`src/rtl/sid_filter_sched.sv`:
```
// ---------------------------------------------------------------------------
// sid_filter_sched
//
// Purpose:
//   Lets several SID instances share one stage-sequenced filter datapath.
//   A sample tick starts a round. For each instance in turn, the block steps
//   the datapath through stages 1..7 and then one writeback cycle (stage 0).
//   In writeback it stores that instance's filter state and audio sample.
//   When the last instance has been written back, it pulses audio_valid.
//
// Ports:
//   clk         system clock
//   rst         asynchronous, active-high reset
//   tick        sample strobe; requests one filter round
//   stage       stage index to the datapath (0 = idle / writeback)
//   sid_sel     instance currently being processed
//   state_i     filter state produced by the datapath
//   state_o     stored filter state of instance sid_sel (mux of registers)
//   audio_i     audio sample produced by the datapath
//   audio_o     last completed audio sample, one per instance
//   audio_valid one-cycle pulse: every audio_o entry updated this round
//   busy        round in progress
//   overrun     one-cycle pulse: a tick arrived while busy and was dropped
// ---------------------------------------------------------------------------

package sid;
    // Filter state (vlp, vbp, vhp). Kept opaque here; only the datapath
    // interprets the fields.
    typedef logic [71:0]        filter_v_t;
    typedef logic signed [23:0] s24_t;
endpackage

module sid_filter_sched #(
    parameter int SIDS  = 2,
    parameter int SEL_W = (SIDS > 1) ? $clog2(SIDS) : 1
) (
    input  logic             clk,
    input  logic             rst,
    input  logic             tick,
    output logic [2:0]       stage,
    output logic [SEL_W-1:0] sid_sel,
    input  sid::filter_v_t   state_i,
    output sid::filter_v_t   state_o,
    input  sid::s24_t        audio_i,
    output sid::s24_t        audio_o [SIDS],
    output logic             audio_valid,
    output logic             busy,
    output logic             overrun
);

    typedef enum logic [1:0] {
        IDLE,
        RUN,
        WB
    } fsm_e;

    fsm_e             fsm_q;
    logic [2:0]       stage_q;
    logic [SEL_W-1:0] sel_q;
    logic [SEL_W-1:0] sel_d;
    logic             last_inst;
    logic             busy_q;
    logic             valid_q;
    logic             overrun_q;
    sid::filter_v_t   state_mem_q [SIDS];
    sid::s24_t        audio_q     [SIDS];

    // Writeback of the last instance ends the round. Any other writeback
    // moves on to the next instance.
    always_comb begin
        last_inst = (sel_q == SEL_W'(SIDS - 1));
        sel_d     = last_inst ? '0 : sel_q + SEL_W'(1);
    end

    // Round sequencer. All outputs are registered here. The pulse outputs
    // default low every cycle, so each one lasts exactly one cycle.
    always_ff @(posedge clk or posedge rst) begin
        if (rst) begin
            fsm_q     <= IDLE;
            stage_q   <= 3'd0;
            sel_q     <= '0;
            busy_q    <= 1'b0;
            valid_q   <= 1'b0;
            overrun_q <= 1'b0;
            for (int k = 0; k < SIDS; k++) begin
                state_mem_q[k] <= '0;
                audio_q[k]     <= '0;
            end
        end else begin
            valid_q   <= 1'b0;
            overrun_q <= 1'b0;

            // A tick during a round is dropped. The round itself continues
            // undisturbed.
            if (tick && busy_q) begin
                overrun_q <= 1'b1;
            end

            case (fsm_q)
                IDLE: begin
                    if (tick) begin
                        fsm_q   <= RUN;
                        stage_q <= 3'd1;
                        sel_q   <= '0;
                        busy_q  <= 1'b1;
                    end
                end

                RUN: begin
                    if (stage_q == 3'd7) begin
                        fsm_q   <= WB;
                        stage_q <= 3'd0;
                    end else begin
                        stage_q <= stage_q + 3'd1;
                    end
                end

                WB: begin
                    state_mem_q[sel_q] <= state_i;
                    audio_q[sel_q]     <= audio_i;
                    sel_q              <= sel_d;
                    if (last_inst) begin
                        fsm_q   <= IDLE;
                        busy_q  <= 1'b0;
                        valid_q <= 1'b1;
                    end else begin
                        fsm_q   <= RUN;
                        stage_q <= 3'd1;
                    end
                end

                default: begin
                    fsm_q   <= IDLE;
                    stage_q <= 3'd0;
                    busy_q  <= 1'b0;
                end
            endcase
        end
    end

    // Stored state of the selected instance goes back to the datapath. This
    // path is combinational so the datapath sees it from the first stage.
    always_comb begin
        state_o = state_mem_q[sel_q];
        for (int k = 0; k < SIDS; k++) begin
            audio_o[k] = audio_q[k];
        end
    end

    assign stage       = stage_q;
    assign sid_sel     = sel_q;
    assign busy        = busy_q;
    assign audio_valid = valid_q;
    assign overrun     = overrun_q;

endmodule

```
`config.mk`:
```
export PLATFORM = sky130hd
export DESIGN_NAME = sid_filter_sched
export DESIGN_NICKNAME = d
export VERILOG_FILES = /design/src/rtl/sid_filter_sched.sv
export SDC_FILE = /design/constraint.sdc
export NUM_CORES = 1
export LEC_CHECK = 0
export BUFFER_PORTS_ARGS = -buffer_cell sky130_fd_sc_hd__buf_2
export CAP_MARGIN = 10
export CORE_MARGIN = 2
export CORE_UTILIZATION = 45
export CTS_CLUSTER_SIZE = 10
export DETAILED_ROUTE_END_ITERATION = 7
export PLACE_DENSITY = 0.7
export SLEW_MARGIN = 20
export SYNTH_ARGS = -nofsm -noshare
export SYNTH_HDL_FRONTEND = slang
export SYNTH_SLANG_ARGS = --single-unit
export TNS_END_PERCENT = 10
```
`constraint.sdc`:
```
create_clock -name clk -period 11.2 [get_ports clk]
set_input_delay 0 -clock clk [delete_from_list [all_inputs] [get_ports clk]]
set_output_delay 0 -clock clk [all_outputs]
set_load 0.01 [all_outputs]
```
After elaboration in Yosys (flattened, before gate mapping)

Index checks and enable logic that the tools add are counted.

Bits in registers: 201
Bits of input ports: 99
Output and inout port bits: 127
Logic and storage cells: 57

$add $sub $neg: 2
Magnitude comparators: 2
Eq/ne operators: 7
Muxes and demuxes: 26
Bitwise operators: 2
Reductions and logical operators: 8

Operator list:

| operator                                                    | count |
|---|---|
| 2-to-1 mux 72 bit                                           | 4 |
| bitwise mux 144 bit                                         | 1 |
| demux 72 bit (select 1 bit)                                 | 1 |
| bitwise mux 48 bit                                          | 1 |
| demux 24 bit (select 1 bit)                                 | 1 |
| 2-to-1 mux 24 bit                                           | 1 |
| 2-to-1 mux 3 bit                                            | 3 |
| one-hot mux 3 bit (3 select lines)                          | 1 |
| 2-to-1 mux 1 bit                                            | 8 |
| != test 2 bit (second input constant)                       | 4 |
| one-hot mux 2 bit (3 select lines)                          | 1 |
| AND reduction 2 bit                                         | 3 |
| 2-to-1 mux 2 bit                                            | 2 |
| adder 3 x 1 -> 3 bit (second input constant)                | 1 |
| == test 3 bit (second input constant)                       | 1 |
| one-hot mux 1 bit (3 select lines)                          | 1 |
| AND reduction 3 bit                                         | 1 |
| == test 2 x 1 -> 1 bit (second input constant)              | 1 |
| == test 2 bit (second input constant)                       | 1 |
| greater-or-equal comparator 2 bit (second input constant)   | 1 |
| logical AND 1 bit                                           | 2 |
| logical NOT 2 bit                                           | 1 |
| less-than comparator 2 x 1 -> 1 bit (second input constant) | 1 |
| NOT 1 -> 2 bit                                              | 1 |
| other kinds (4)                                             | 4 |

Depth between registers and ports, before layout

Depth in word-level cells: 6
Gate-level depth with buffers: 6
Depth with buffers taken out: 5

Worst setup path after synthesis

No wires, ideal clock.

Kind: register to register
From: register sel_q (netlist: sid_sel)
To: register state_mem_q[100] in the netlist's numbering
Library setup time: 125 ps
Arrival: 1401 ps
Data required time: 11075 ps
Setup slack: 9673 ps
Stages on the path, launching flop included: 7
Path buffers: 3
Clock period less this slack: 1527 ps
Cell sequence: dfrtp_1 inv_1 and3_4 buf_6 buf_6 buf_6 mux2_4

Cells in the longest elaborated chain, start to end: 6
Elaborated cells between the ends (all ways): 7
Those cells by class: order compare: 2; mux: 3; bitwise: 1; reduce/logical: 1

RTL lines:

| item                                                                                                           | line | source |
|---|---|---|
| start: declaration                                                                                             | 59   | `logic [SEL_W-1:0] sel_q;` |
| start signal: assignment                                                                                       | 121  | `sel_q <= sel_d;` |
| NOT 1 -> 2 bit (implied by the code) *                                                                         | 119  | `state_mem_q[sel_q] <= state_i;` |
| greater-or-equal comparator 2 bit (implied by the code) or less-than comparator 2 x 1 -> 1 bit (tied branches) | 119  |  |
| logical AND 1 bit (implied by the code)                                                                        | 119  |  |
| 2-to-1 mux 72 bit (implied by the code)                                                                        | 119  |  |
| demux 72 bit (select 1 bit) *                                                                                  | 119  |  |
| bitwise mux 144 bit *                                                                                          | 119  |  |
| end signal: indexed assignment                                                                                 | 119  |  |
| end: declaration                                                                                               | 65   | `sid::filter_v_t state_mem_q [SIDS];` |

Mark *: on every way between the ends. The rest lies on a longest branch, timed or not.
A chain may end at the register's enable or synchronous reset.

Worst setup path after layout

From: register sel_q (netlist: sid_sel)
To: register state_mem_q[143] in the netlist's numbering

Same word-level chain as after synthesis.

==> out/qor.txt <==
Outcome = complete, no violations
Crit end category = flop
Drt first-iter violations = 157
TNS Setup = 0 ps
Worst Path Arrival = 3260 ps
RSZ-0062 raised after global routing = false
Layout area overhead = 34.9%
Ys Warns = 0
Antenna-violating nets left = 0
Die height = 141 um
CP peak stage delay = 720 ps
Top cells by count, synth = mux2_2, dfrtp_1, mux2_4
Boundary pin count = 226
Dpl ws = 7960 ps
Syn nets = 623
Global-route total usage across every layer = 0.192
CTS Root Cell = clkbuf_16
CTS Sinks = 201
Tcrit/Tclk final = 0.257
Post-synth top area cell = dfrtp_1
Asr flop ratio synth = 1.00
Clk buf depth = 3
Core box area = 18,600 um2
Post_cts resized = 0
DP Cell Count = 954
CP top delay family = buffers and inverters
Critical Path RT = 11,580 ps
Switching Fraction = 0.304
Number of global-route vias before repair = 6,237
Yosys cell types = 22
Port Buffers = 225
Rel. slew slack = 0.428
Clk pwr share = 0.241
Clk_lat worst skew = 500 ps
Vias = 5,464
CTS Buf Count = 24
Cell Area, Placed = 9750 um2
Startpoint Class = flop
Fill cell count = 1,385
Die Footprint = 19,900 um2
Placement Rows = 50
Setup ws final = 8320 ps
Initial antenna violation count = 0
Clock transition at path regs = 50 ps
Drt pass-1 iters = 4
Pleak = 5.20 nW
Post-route cell area = 11,400 um2
HP Class = primary input to asynchronous set/reset pin
Largest net degree at the start of global routing = 121
Post-Layout Cell Count = 1,085
Final Net Count = 946
Clock H-tree levels = 1
Max-cap violation count = 0
Critical Path Slowest Stage Cell = buf_4
Avg Cell Area, Syn = 16.2 um2
TritonCTS clock tree = yes
GP Congestion = 0.769
Post-synthesis sequential area ratio = 0.594
Slew Limit Fails = 0
Antenna Cells = 0
Hold WS = 216 ps
Sequential power share = 0.392
Count of flip-flops with a built-in enable after synthesis = 0
Drt drc = 0
Initial Utilization = 0.456
P_sw = 0.862 mW
Combinational Power Share = 0.367
Synthesized cell area = 8470 um2
Top-area cell type share of the netlist area = 0.594
Die width = 141 um
Pwr/cell area = 248 nW/um2
Cell Chain, Critical Path = inv_1 -> and3_4 -> buf_4 -> mux2_2
Int Pwr = 1.97 mW
Largest cells by area after synthesis = dfrtp_1, mux2_2, mux2_4
Flops & latches, synth = 201
Power Total = 2.83 mW
Crit-path max FO = 58
HPWL Detailed = 11,700 um
Fin. Hold Viols = 0
Post-route minimum period = 2880 ps
Share of cells above drive strength 1 = 0.617
Top-count cell post-synth = mux2_2
Worst-Margin Slew = 858 ps
Post-Route WL = 19,300 um
Worst vdd ir = 147 uV
Drt wl/cell = 17.8 um
Post-layout util = 0.615
CP Class = flop to flop
Final setup violating endpoints = 0
Dominant synthesized flop cell = dfrtp_1
Buffers & Inverters on Critical Path = 2
Cells after Synth = 522
Achievable frequency = 0.348 GHz
First-pass GRT wire length = 31,300 um
Grt total ovfl = 0
Drt via density = 5.04
Worst clock skew = 9.83 ps
-- worst register-to-register path, cell delays in order, from the launching register on --
cell     delay (ps)
dfrtp_4         650
inv_1           190
and3_4          690
buf_4           730
mux2_2          510
-- timing repair --
| item | 4_1_cts | 5_1_grt |
|---|---|---|
| setup buffers | 0 | 0 |
| endpoints found under the hold margin | 314 | 0 |
| hold buffers | 98 | 0 |
-- layout by cell type, fill, tap and decap left out, drive strengths merged, types with 2 or more instances in the layout --
| cell type | n |
|---|---|
| mux2 | 264 |
| buf | 229 |
| dfrtp | 201 |
| dlygate4sd3 | 98 |
| clkbuf | 32 |
| inv | 5 |
| a21oi | 4 |
| and2 | 2 |
| o22ai | 2 |
| nor2 | 2 |
| o21ai | 2 |
| a32o | 2 |
| ha | 2 |
-- path summary, 6_finish.rpt --
path	from	endpoint	slack (ps)	cells after the start
hold / removal	rst	state_mem_q[27]	220	3
min in group clk	audio_i[18]	audio_o[18]	270	3
setup / recovery	sid_sel	state_mem_q[143]	8320	4
setup reg to reg	sid_sel	state_mem_q[143]	8320	4
hold reg to reg	state_mem_q[18]	state_mem_q[18]	500	1
max in group asynchronous	rst	state_mem_q[13]	9700	4
-- flip-flops by register name, indices dropped and copies added (netlist names) --
register	flops
fsm_q	2
overrun	1
audio_valid	1
state_mem_q	144
sid_sel	1
stage	3
busy	1
audio_o	48
-- power by group through the flow --
stage	Sequential (mW)	Combinational, mW	Clock [mW]
final	1.11	1.04	0.681
after global routing	1.14	1.12	0.734
after CTS	1.14	1.01	0.702
after detailed placement	1.15	0.975	0
after global placement	1.13	0.955	0
after floorplan	1.10	0.644	0
-- routing by layer --
metal	GRT usage	wire, um	vias to the layer above
li1	-	-	2503
met1	0.231	7930	2754
met2	0.337	9550	181
met3	0.0560	1390	26
met4	0.0558	404	0
met5	0	0	-
-- area by class of cell --
type | count | area, um2 | share of cell area
Inverter | 5 | 26.3 | 0.00230
Timing Repair Buffer | 327 | 2160 | 0.189
Clock buffer | 32 | 672 | 0.0588
Multi-Input combinational cell | 286 | 3240 | 0.284
Sequential cell | 201 | 5030 | 0.440
Tap cell | 234 | 293 | 0.0256
-- cells by family (layout without fill, tap and decap cells) --
family | after synthesis | in the layout | synth area share
AO/OA/AOI/OAI | 10 | 10 | 0.00738
adder cells (fa/ha/maj) | 2 | 2 | 0.00295
buffers and inverters | 35 | 364 | 0.0244
multiplexers | 264 | 264 | 0.364
flip-flops | 201 | 201 | 0.594
AND/OR/NAND/NOR | 10 | 10 | 0.00798
Note: power is estimated with default switching activity, not from simulation.
